--- src/rtl/sfr_bank.sv ---
// sfr_bank: bank of NREG WIDTH-bit SFRs with byte/bit software access,
// per-bit hardware set/clear, registered read data and illegal-access pulse.
module sfr_bank #(
  parameter int WIDTH = 8,
  parameter int BW = 3,
  parameter int NREG = 4,
  parameter int ABITS = 2,
  parameter logic [NREG*WIDTH-1:0] INITV = '0,
  parameter logic [NREG-1:0] BITMASK = '1
) (
  input  logic                  clk,
  input  logic                  reset_n,
  input  logic                  en,
  input  logic                  oe,
  input  logic                  Bb,
  input  logic [ABITS-1:0]      addr,
  input  logic [BW-1:0]         bitsel,
  input  logic [WIDTH-1:0]      din,
  input  logic                  bin,
  input  logic [NREG*WIDTH-1:0] hw_set,
  input  logic [NREG*WIDTH-1:0] hw_clr,
  output logic [NREG*WIDTH-1:0] cout,
  output logic [WIDTH-1:0]      dout,
  output logic                  bout,
  output logic                  rvalid,
  output logic                  err
);
  logic [NREG-1:0][WIDTH-1:0] regs_q, regs_d;
  logic [WIDTH-1:0] dout_q, dout_d, cur, wm, wv, hw;
  logic bout_q, bout_d, rvalid_q, rvalid_d, err_q, err_d;
  logic hit, bm, legal, rd;
  always_comb begin
    cur = '0;
    hit = 1'b0;
    bm = 1'b0;
    hw = '0;
    for (int i = 0; i < NREG; i++)
      if (addr == ABITS'(i)) begin
        cur = regs_q[i];
        hit = 1'b1;
        bm = BITMASK[i];
      end
    legal = hit && (Bb || bm);
    wm = Bb ? '1 : WIDTH'(1) << bitsel;
    wv = Bb ? din : {WIDTH{bin}};
    // software-written bits win; elsewhere hw_set beats hw_clr
    for (int i = 0; i < NREG; i++) begin
      hw = hw_set[i*WIDTH +: WIDTH] | (regs_q[i] & ~hw_clr[i*WIDTH +: WIDTH]);
      regs_d[i] = (en && legal && addr == ABITS'(i)) ? (wv & wm) | (hw & ~wm) : hw;
    end
    rd = oe && !en;
    rvalid_d = rd;
    err_d = (en || oe) && !legal;
    dout_d = !rd ? dout_q : !legal ? '0 : Bb ? cur : dout_q;
    bout_d = !rd ? bout_q : !legal ? 1'b0 : !Bb ? cur[bitsel] : bout_q;
  end
  always_ff @(posedge clk or negedge reset_n)
    if (!reset_n) begin
      regs_q <= INITV;
      dout_q <= '0;
      bout_q <= 1'b0;
      rvalid_q <= 1'b0;
      err_q <= 1'b0;
    end else begin
      regs_q <= regs_d;
      dout_q <= dout_d;
      bout_q <= bout_d;
      rvalid_q <= rvalid_d;
      err_q <= err_d;
    end
  assign cout = regs_q;
  assign dout = dout_q;
  assign bout = bout_q;
  assign rvalid = rvalid_q;
  assign err = err_q;
endmodule

--- config.mk ---
export PLATFORM = sky130hd
export DESIGN_NAME = sfr_bank
export DESIGN_NICKNAME = d
export VERILOG_FILES = /design/src/rtl/sfr_bank.sv
export SDC_FILE = /design/constraint.sdc
export NUM_CORES = 1
export LEC_CHECK = 0
export CAP_MARGIN = 5
export CORE_MARGIN = 2
export CORE_UTILIZATION = 39
export DETAILED_ROUTE_END_ITERATION = 16
export GPL_ROUTABILITY_DRIVEN = 1
export GPL_TIMING_DRIVEN = 0
export PLACE_DENSITY = 0.8
export SLEW_MARGIN = 20
export SYNTH_ARGS = -nofsm -noshare
export SYNTH_HDL_FRONTEND = slang
export SYNTH_SLANG_ARGS = --single-unit
--- constraint.sdc ---
create_clock -name clk -period 2.18 [get_ports clk]
set_input_delay 0.327 -clock clk [delete_from_list [all_inputs] [get_ports clk]]
set_output_delay 0.327 -clock clk [all_outputs]
set_load 0.01 [all_outputs]
==> results.txt <==
Global routing used between 20% and 30% of the available tracks. The total setup buffers inserted after CTS came out at 0. The number of design rule violations left after detail routing came out at 0.

The final critical-path setup slack came out at about 0.16 ns. Clock-pin slew was measured on the worst setup and hold paths at around 0.080 ns. The Yosys step of the flow raised 0 warnings. The remaining global-route overflow is 0. The worst setup path is launched from an input port. The post-route netlist has 8.24% of its cells at a drive strength greater than 1. In this run the critical register-to-register path is launched from cout[30]. The fraction of the cycle the final worst path needs is ~93%. The met3 wirelength from detailed routing came out at ~380 um. The slack of the worst reg-to-reg path came out at roughly 0.44 ns. The count of maximum capacitance violations came out at 0.

The sequential area share after synthesis is 46.1%. The worst-case IR drop observed on VDD is 0.330 mV. The TritonCTS sink count is 43.

The relative slew slack is between 50% and 60%. The static power due to leakage came out at between 1 and 1.5 nW. TritonCTS built the clock tree. The wire length after detailed routing is between 7 and 8 mm. The count of routing violations after the opening detailed-route iteration came out at 93.

The actual slew at the worst max-slew pin is ~0.66 ns. The count of hold-fix buffers inserted at cts came out at 0. Dividing the detail-routed via count by the number of cells gives between 5 and 6. The largest fanout of any net on the critical path is 10. The path class of the tightest hold or removal check is in2async.

The insertion delay to the later sink of the worst-skew pair is roughly 0.30 ns. The fill cell instance count of the final layout came out at 466. The clock passes through at most 2 buffers. The highest signal layer in the routed design is met4.

The die is a little over 80 um tall. The synthesized netlist net count is 304. The distinct cell type count of the synthesized netlist came out at 38. The HPWL after detailed placement came out at around 5.7 mm. The width of the die is roughly 80 um. The flow ran to the end, and the final reports show no timing, DRC or antenna violations.

The post-cts resize count came out at 0. Entering global routing, the biggest net connects 24 pins. The placeable core area is ~0.0059 mm2. For the worst setup path, the data required time is ~2.3 ns. Dividing the synthesized area by the synthesized cell count gives around 11 um2. The average wire per standard cell is approximately 17 um.

The H-tree was split into 2 levels. The synthesized netlist occupies a cell area of between 0.002 and 0.0025 mm2. The number of antenna repair diodes came out at 0.

The number of vias in the routed layout is approximately 2400. After synthesis the netlist holds a flip-flop and latch count of 43. The row count came out at 28. Of all flip-flops after synthesis, the portion carrying an async set or reset was 100%.

The via count of the first global-routing pass is 2286. The number of CTS-inserted buffers is 5. The wire length of the first global-routing pass is 11.5 mm. The I/O pin total came out at 126. Compared with the post-synthesis result, the final layout area differs by 62.2%. The endpoint class of the critical path is a flop. The combined area of the multi-input logic cells is ~0.0011 mm2. The predominant post-synthesis flop cell is sky130_fd_sc_hd__dfrtp_1.

Derived from the worst setup path, the maximum achievable clock frequency is 494 MHz. The count of flip-flops with a built-in enable after synthesis is 0. The number of buffers added on ports is approximately 120. The cell sitting at the root of the clock tree is a sky130_fd_sc_hd__clkbuf_8. The final setup violation count came out at 0. The cell area power density is about 600 mW/mm2. The critical path launch point is Bb. The final-report max-slew violation count is 0. Setup repair after global routing left no endpoint under its margin. The final sum of negative setup slack came out at 0 ns.

The routed length on met2 is 3.55 mm. The number of routed nets with antenna violations came out at 0. The initial utilization of the core area, before any placement, comes to about 40%.

The worst slack at placement came out at -0.0933 ns. The setup skew after layout is about 0.0084 ns. The final-report hold violation count is 0. The cell count after synthesis came out at around 220. The final design utilization is ~65%. The number of antenna violations at the first check in global routing was 0.

The length of routed wiring on met1 came out at 3.22 mm. The register area is between 0.001 and 0.0015 mm2. The die covers around 0.0066 mm2.

The data arrival time of the worst path is 2.18 ns. The worst path in the final design needs a cycle of just over 2 ns, including I/O delays and setup. In the final design database the tool counted around 440 nets. The worst setup path is of the in2reg kind. The final weighted congestion in routability-driven placement came out at between 0.8 and 0.9. Before antenna repair, the detailed router went through 4 iterations.
## registers in the layout, indices dropped and copies added, names as in the netlist
signal and flops:
rvalid 1, dout 8, cout 32, err 1, bout 1
## worst max-delay path, cell delays in order
cell and delay [ns]:
sky130_fd_sc_hd__clkdlybuf4s50_1 0.48, sky130_fd_sc_hd__clkbuf_1 0.35, sky130_fd_sc_hd__buf_1 0.48, sky130_fd_sc_hd__a21oi_1 0.20, sky130_fd_sc_hd__o22ai_1 0.20, sky130_fd_sc_hd__o21ai_0 0.12
## cell type report
cell class	count	share of cell area, %
sequential	43	28.4
clock buffer	6	1.92
buffer	12	1.55
inverter	17	1.69
multi-input combinational	149	30.0
tap	75	2.48
clock inverter	1	0.794
timing repair buffer	124	33.1
## synth_stat cells, types with 6 or more instances
| cell | n | area [um2] |
|---|---|---|
| sky130_fd_sc_hd__mux4_2 | 6 | 135 |
| sky130_fd_sc_hd__a221oi_1 | 17 | 149 |
| sky130_fd_sc_hd__inv_1 | 17 | 63.8 |
| sky130_fd_sc_hd__mux2i_1 | 7 | 70.1 |
| sky130_fd_sc_hd__clkbuf_1 | 7 | 26.3 |
| sky130_fd_sc_hd__o21ai_0 | 12 | 60.1 |
| sky130_fd_sc_hd__a21oi_1 | 9 | 45.0 |
| sky130_fd_sc_hd__o22ai_1 | 16 | 100 |
| sky130_fd_sc_hd__nor2b_1 | 20 | 125 |
| sky130_fd_sc_hd__mux2_2 | 8 | 90.1 |
| sky130_fd_sc_hd__a31oi_1 | 18 | 113 |
| sky130_fd_sc_hd__dfrtp_1 | 43 | 1080 |
## layout by cell type, fill, tap and decap left out, types with 2 or more instances in the layout
| master | n |
|---|---|
| sky130_fd_sc_hd__a21o_1 | 3 |
| sky130_fd_sc_hd__a21oi_1 | 9 |
| sky130_fd_sc_hd__a221oi_1 | 17 |
| sky130_fd_sc_hd__a22oi_1 | 2 |
| sky130_fd_sc_hd__a31oi_1 | 18 |
| sky130_fd_sc_hd__and3_1 | 3 |
| sky130_fd_sc_hd__buf_2 | 3 |
| sky130_fd_sc_hd__clkbuf_1 | 8 |
| sky130_fd_sc_hd__clkbuf_8 | 5 |
| sky130_fd_sc_hd__clkdlybuf4s50_1 | 122 |
| sky130_fd_sc_hd__dfrtp_1 | 43 |
| sky130_fd_sc_hd__inv_1 | 17 |
| sky130_fd_sc_hd__mux2_2 | 8 |
| sky130_fd_sc_hd__mux2i_1 | 7 |
| sky130_fd_sc_hd__mux4_2 | 6 |
| sky130_fd_sc_hd__nand2_1 | 3 |
| sky130_fd_sc_hd__nand2b_1 | 2 |
| sky130_fd_sc_hd__nor2_1 | 4 |
| sky130_fd_sc_hd__nor2b_1 | 20 |
| sky130_fd_sc_hd__o21ai_0 | 12 |
| sky130_fd_sc_hd__o22ai_1 | 16 |
| sky130_fd_sc_hd__o31ai_1 | 4 |
## final timing paths
| kind | to | cells past startpoint |
|---|---|---|
| setup / recovery | cout[1] | 6 |
| hold / removal | dout[3] | 1 |
| setup reg to reg | bout | 4 |
| hold reg to reg | dout[7] | 1 |
| max in group asynchronous | cout[13] | 2 |
| min in group clk | dout[7] | 1 |
## layer usage
layer  up-vias  global-route usage [%]
met1      1167                    31.9
met5         -                       0
met3        11                    3.78
met2        80                    36.1
li1       1109                       -
met4         0                    8.81
## stage by stage
stage / hold WS (ns) / area [um2] / power (W) / std cells
after floorplan: 0.0314 / 2330 / 0.00126 / 221
after global placement: 0.490 / 3660 / 0.00168 / 419
after detailed placement: 0.349 / 3680 / 0.00170 / 420
after CTS: 0.0352 / 3780 / 0.00229 / 427
after global routing: 0.0579 / 3780 / 0.00239 / 427
final: 0.0225 / 3780 / 0.00229 / 427
## report_power, final
group / total (W) / switching [W] / internal, W
combinational: 0.000720 / 0.000281 / 0.000438
sequential: 0.000965 / 0.0000670 / 0.000898
clock: 0.000601 / 0.000265 / 0.000336
total: 0.00229 / 0.000614 / 0.00167
## kinds of logic (layout without fill, tap and decap cells)
family	after synthesis	after routing	synth area share (%)
muxes	21	21	12.7
other	1	1	0.161
buffers and inverters	29	160	5.26
AOI/OAI and AO/OA	84	84	24.1
and+or+nand+nor	43	43	11.6
DFF	43	43	46.1
Note: power is estimated with default switching activity, not from simulation.
==> RTL change 1 (same flow settings) <==
`BW`: 3 -> 5.
--- a/src/rtl/sfr_bank.sv
+++ b/src/rtl/sfr_bank.sv
@@ -4,3 +4,3 @@
   parameter int WIDTH = 8,
-  parameter int BW = 3,
+  parameter int BW = 5,
   parameter int NREG = 4,
Interface: changed (resized bitsel); port bits go from 126 to 128. The function was not compared with the original's and may differ.
==> RTL change 1 against the unedited design <==
  * Sequential cell count unchanged
  * Via count increased by 5.7%
  * Register-to-register slack improved by 0.21 ns
  * Count of clock-buffer cells in the layout unchanged
  * Cell area increased by 2.9%
  * Core utilization increased by 1.1 points
  * Power increased by 6.6%
  * Maximum frequency increased by 3.5%
  * Setup slack improved by 0.068 ns
  * Synthesized area increased by 2.9%
  * Die area increased by 2.8%
  * Hold slack improved by 0.46 ns
  * Wire length increased by 12%
==> RTL change 1: results (changes against the unedited design) <==
Synth area leaders -> dfrtp_1 45%, nor2b_1 9.4%, o22ai_1 8.3%, o31ai_1 7.8%, mux2i_1 4.6% (was dfrtp_1 46%, a221oi_1 6.4%, mux4_2 5.8%, nor2b_1 5.4%, a31oi_1 4.8%)
clock skew -> 0.00356 ns (was 0.00841 ns)
crit path DAT -> 2.12 ns (was 2.18 ns)
# placed instances -> 431 (was 420)
DR iter-0 viols -> 207 (was 93)
WL/cell -> 18.5 um (was 17.1 um)
Cell variety after synth -> 31 (was 38)
top_reg_cell synth -> dfrtp_1 (unchanged)
hpwl dp -> 6.22 mm (was 5.71 mm)
Root Buffer -> clkbuf_8 (unchanged)
via/cell ratio -> 5.69 (was 5.54)
antenna cells -> 0 (unchanged)
first-pass GRT wire length -> 12.3 mm (was 11.5 mm)
hold crit path type -> in -> async (unchanged)
Synth top cells by count -> 43 x dfrtp_1, 36 x nor2b_1, 32 x o22ai_1 (was 43 x dfrtp_1, 20 x nor2b_1, 18 x a31oi_1)
asr flop ratio synth -> 1.00 (unchanged)
worst-skew pair later-pin latency -> 0.30 ns (about the same)
status -> completed (unchanged)
fillers -> 489 (was 466)
GP Congestion -> 0.832 (was 0.844)
Worst VDD drop -> 0.400 mV (was 0.330 mV)
delay-heaviest family, CP -> buffers and inverters (unchanged)
warnings from Yosys -> 0 (unchanged)
max reg flops -> 32 (unchanged)
final net count -> 449 (was 435)
Max stage delay on crit path -> 0.61 ns (was 0.48 ns)
Post-CTS Setup Inserts -> 0 (unchanged)
Seq/Total Area, Yosys -> 0.448 (was 0.461)
clk slew on worst S/H paths -> 0.08 ns (about the same)
total nets after synthesis -> 316 (was 304)
Worst-Margin Slew -> 0.693 ns (was 0.655 ns)
Max clock buf depth -> 2 (unchanged)
post-CTS resize count -> 0 (unchanged)
TritonCTS Buffers -> 5 (unchanged)
CP max FO -> 10 (unchanged)
layout cell share with drive strength beyond 1 -> 0.0795 (was 0.0824)
largest net degree at the start of global routing -> 26 (was 24)
Post-DP Area -> 3750 um^2 (was 3680 um^2)
initial antenna violation count -> 0 (unchanged)
slowest CP cell -> clkdlybuf4s50_1 (unchanged)
Syn Inst Count -> 231 (was 221)
vias in the first global route -> 2333 (was 2286)
H-Tree Depth -> 2 (unchanged)
First-pass DRT Iterations -> 4 (unchanged)
max-cap violation count -> 0 (unchanged)
All-Layer GR Usage -> 0.247 (was 0.230)
Vias -> 2503 (was 2367)
leakage power -> 1.47 nW (was 1.50 nW)
IO Port Bufs -> 124 (was 123)
# hold bufs at CTS -> 1 (was 0)
## RTL change 1: changes by cell type after synthesis, moves of 3 or more
| cell | unedited run | this run |
|---|---|---|
| o31ai_1 | 4 | 25 |
| a221oi_1 | 17 | 0 |
| nor2b_1 | 20 | 36 |
| o22ai_1 | 16 | 32 |
| a31oi_1 | 18 | 3 |
| inv_1 | 17 | 2 |
| mux2i_1 | 7 | 11 |
| nand2_1 | 3 | 7 |
| a21o_1 | 3 | 0 |
| and3_1 | 3 | 0 |
| mux4_2 | 6 | 3 |
## RTL change 1: power by group
part	total (mW)	switching, mW	internal, mW	leakage [nW]
Sequential	0.957	0.0642	0.893	0.480
Combinational	0.737	0.298	0.440	0.928
Clock	0.741	0.283	0.458	0.0654
## RTL change 1: kinds of logic after synthesis
| family | synth area share |
|---|---|
| compound gates | 0.242 |
| buf+inv | 0.0386 |
| flops | 0.448 |
| mux | 0.133 |
| other cells | 0.00156 |
| simple gates | 0.136 |
## RTL change 1: path summary, 6_finish.rpt
| kind | from | to | slack, ns | cells past startpoint |
|---|---|---|---|---|
| setup / recovery | en | cout[5]$_DFF_PN0_ | 0.22 | 6 |
| hold / removal | reset_n | err$_DFF_PN0_ | 0.49 | 2 |
| setup reg to reg | cout[8]$_DFF_PN0_ | bout$_DFFE_PN0P_ | 0.65 | 4 |
| hold reg to reg | dout[3]$_DFFE_PN0P_ | dout[3]$_DFFE_PN0P_ | 0.49 | 2 |
| max in group asynchronous | reset_n | cout[19]$_DFF_PN0_ | 1.20 | 3 |
| min in group clk | dout[3]$_DFFE_PN0P_ | dout[3]$_DFFE_PN0P_ | 0.49 | 2 |
## RTL change 1: per-stage QoR
step,setup slack (ns),TNS [ns],util
after global routing,0.0922,0,0.657
after detailed placement,-0.0641,-0.143,0.633
after CTS,0.242,0,0.657
after floorplan,0.613,0,-
final,0.225,0,0.657
after global placement,-0.294,-12.58,0.631
## RTL change 1: metal layers
metal / routed length (um) / global-route usage / part of all wire / vias to the layer above
met3: 653 / 0.0609 / 0.080 / 8
met1: 3360 / 0.325 / 0.41 / 1209
li1: - / - / - / 1165
met4: 78 / 0.0517 / 0.0096 / 0
met2: 4040 / 0.412 / 0.50 / 121
met5: 0 / 0 / 0 / -
## RTL change 1: layout make-up
cell class              count  area (um^2)  area share
repair buffers            126         1270       0.325
multi-input cells         171         1230       0.316
flip-flops and latches     43         1080       0.276
well taps                  75         93.8      0.0241
plain buffers              15         85.1      0.0219
clock buffers               6         72.6      0.0186
clock inverters             2         60.1      0.0154
inverters                   2         7.51     0.00193
==> RTL change 2 (same settings) <==
Without the edit above. Make the reset (`reset_n`) synchronous in one clocked block.
--- a/src/rtl/sfr_bank.sv
+++ b/src/rtl/sfr_bank.sv
@@ -56,3 +56,3 @@
   end
-  always_ff @(posedge clk or negedge reset_n)
+  always_ff @(posedge clk)
     if (!reset_n) begin
Formal check against the unedited RTL: differs if reset_n is asserted again (counterexample within 4 cycles, from zero or initial values and one cycle with reset_n low); with reset_n held inactive, the same outputs for 10 cycles.
==> RTL change 2 against the unedited design <==
  * Wire length grew 30%
  * Cell area grew 6.0%
  * First-iteration DRC count grew 110%
  * Critical path depth shrank 1
  * Sequential cell count is the same
  * Clock skew shrank 0.0051 ns
  * Sequential power shrank 7.3%
  * Count of clock-buffer cells in the layout is the same
  * Synthesized area grew 13%
  * Power shrank 14%
  * Setup slack gained 0.14 ns
  * Critical path type unchanged
  * Critical endpoint is now bout$_SDFFE_PN0P_
==> RTL change 2: results (changes against the unedited design) <==
status -> completed (unchanged)
Final WS setup -> 0.292 ns (was 0.156 ns)
vias in the first global route -> 3013 (was 2286)
All-Layer GR Usage -> 0.257 (was 0.230)
hold crit path type -> in -> reg (was in -> async)
clock skew -> 0.00329 ns (was 0.00841 ns)
CP max FO -> 5 (was 10)
asr flop ratio synth -> 0 (was 1.00)
fillers -> 595 (was 466)
Cell variety after synth -> 45 (was 38)
Worst-Margin Slew -> 0.700 ns (was 0.655 ns)
largest net degree at the start of global routing -> 12 (was 24)
First-pass DRT Iterations -> 5 (was 4)
final net count -> 534 (was 435)
layout cell share with drive strength beyond 1 -> 0.0756 (was 0.0824)
leakage power -> 1.64 nW (was 1.50 nW)
Synth top cells by count -> 43 x dfxtp_1, 33 x o21ai_0, 29 x a21oi_1 (was 43 x dfrtp_1, 20 x nor2b_1, 18 x a31oi_1)
Place WS -> 0.0297 ns (was -0.0933 ns)
total nets after synthesis -> 407 (was 304)
Synth area leaders -> dfxtp_1 33%, o21ai_0 6.3%, a21oi_1 5.5%, nor2b_1 5.5%, mux2i_1 4.2% (was dfrtp_1 46%, a221oi_1 6.4%, mux4_2 5.8%, nor2b_1 5.4%, a31oi_1 4.8%)
Worst VDD drop -> 0.214 mV (was 0.330 mV)
met3 routed WL -> 857 um (was 375 um)
GP Congestion -> 0.913 (was 0.844)
hpwl dp -> 7.19 mm (was 5.71 mm)
Register-to-Register Path Depth -> 4 (unchanged)
met2 routed WL -> 4.55 mm (was 3.55 mm)
flop2flop setup slack -> 0.65 ns (was 0.44 ns)
drt total wl -> 9.48 mm (was 7.28 mm)
Max stage delay on crit path -> 0.59 ns (was 0.48 ns)
first-pass GRT wire length -> 15.0 mm (was 11.5 mm)
IO Port Bufs -> 120 (was 123)
R2R Path Start -> cout[22]$_SDFF_PN0_ (was cout[30]$_DFF_PN0_)
Hold Crit Start -> en
via/cell ratio -> 5.83 (was 5.54)
DR iter-0 viols -> 193 (was 93)
routed metal-1 wire length -> 3.96 mm (was 3.22 mm)
slowest CP cell -> clkdlybuf4s50_1 (unchanged)
Worst Setup SP -> bitsel[1] (was Bb)
Seq/Total Area, Yosys -> 0.326 (was 0.461)
## RTL change 2: changes by cell type after synthesis, sizes merged, moves of 14 or more
| cell | unedited run | this run |
|---|---|---|
| nand2 | 3 | 17 |
| dfrtp | 43 | 0 |
| o21ai | 12 | 34 |
| dfxtp | 0 | 43 |
| a21oi | 9 | 29 |
| a31oi | 18 | 4 |
| a221oi | 17 | 0 |
| a211oi | 0 | 17 |
## RTL change 2: path summary, 6_finish.rpt
kind	to
worst min register to register	dout[7]$_SDFFE_PN0P_
worst max register to register	bout$_SDFFE_PN0P_
worst max-delay path	bout$_SDFFE_PN0P_
worst min-delay path	rvalid$_SDFF_PN0_
## RTL change 2: metal layers
layer	vias up	track usage
li1	1422	-
met1	1456	0.342
met2	179	0.421
met3	15	0.0524
met4	0	0.0824
met5	-	0
## RTL change 2: kinds of logic (layout without fill, tap and decap cells)
group,after synthesis,count (layout),share of synthesized area
other cells,1,1,0.00142
compound gates,118,118,0.294
flops,43,43,0.326
mux,15,15,0.0744
buf+inv,48,174,0.0848
simple gates,99,99,0.219
## RTL change 2: where the power goes
part,total (mW),switching [mW],internal [mW]
clock,0.473,0.259,0.214
combinational,0.605,0.261,0.344
sequential,0.895,0.0548,0.840
total,1.97,0.574,1.40
## RTL change 2: metrics by stage
step                instance area (um^2)  cells  hold WS (ns)  utilization  power (mW)
global route                        4010    527         0.476        0.621        2.06
global placement                    3940    521         0.491        0.610        1.49
floorplan                           2640    324         0.483            -        1.17
CTS                                 4010    527         0.449        0.621        1.96
finish                              4010    527         0.465        0.621        1.97
detailed placement                  3940    521         0.503        0.610        1.51
## RTL change 2: area by class of cell
class / count / area [um^2] / area share
Timing Repair Buffer: 120 / 1200 / 0.300
Sequential cell: 43 / 861 / 0.215
Tap cell: 77 / 96.3 / 0.0240
Multi-Input combinational cell: 233 / 1560 / 0.388
Buffer: 24 / 134 / 0.0334
Inverter: 24 / 90.1 / 0.0225
Clock buffer: 6 / 72.6 / 0.0181
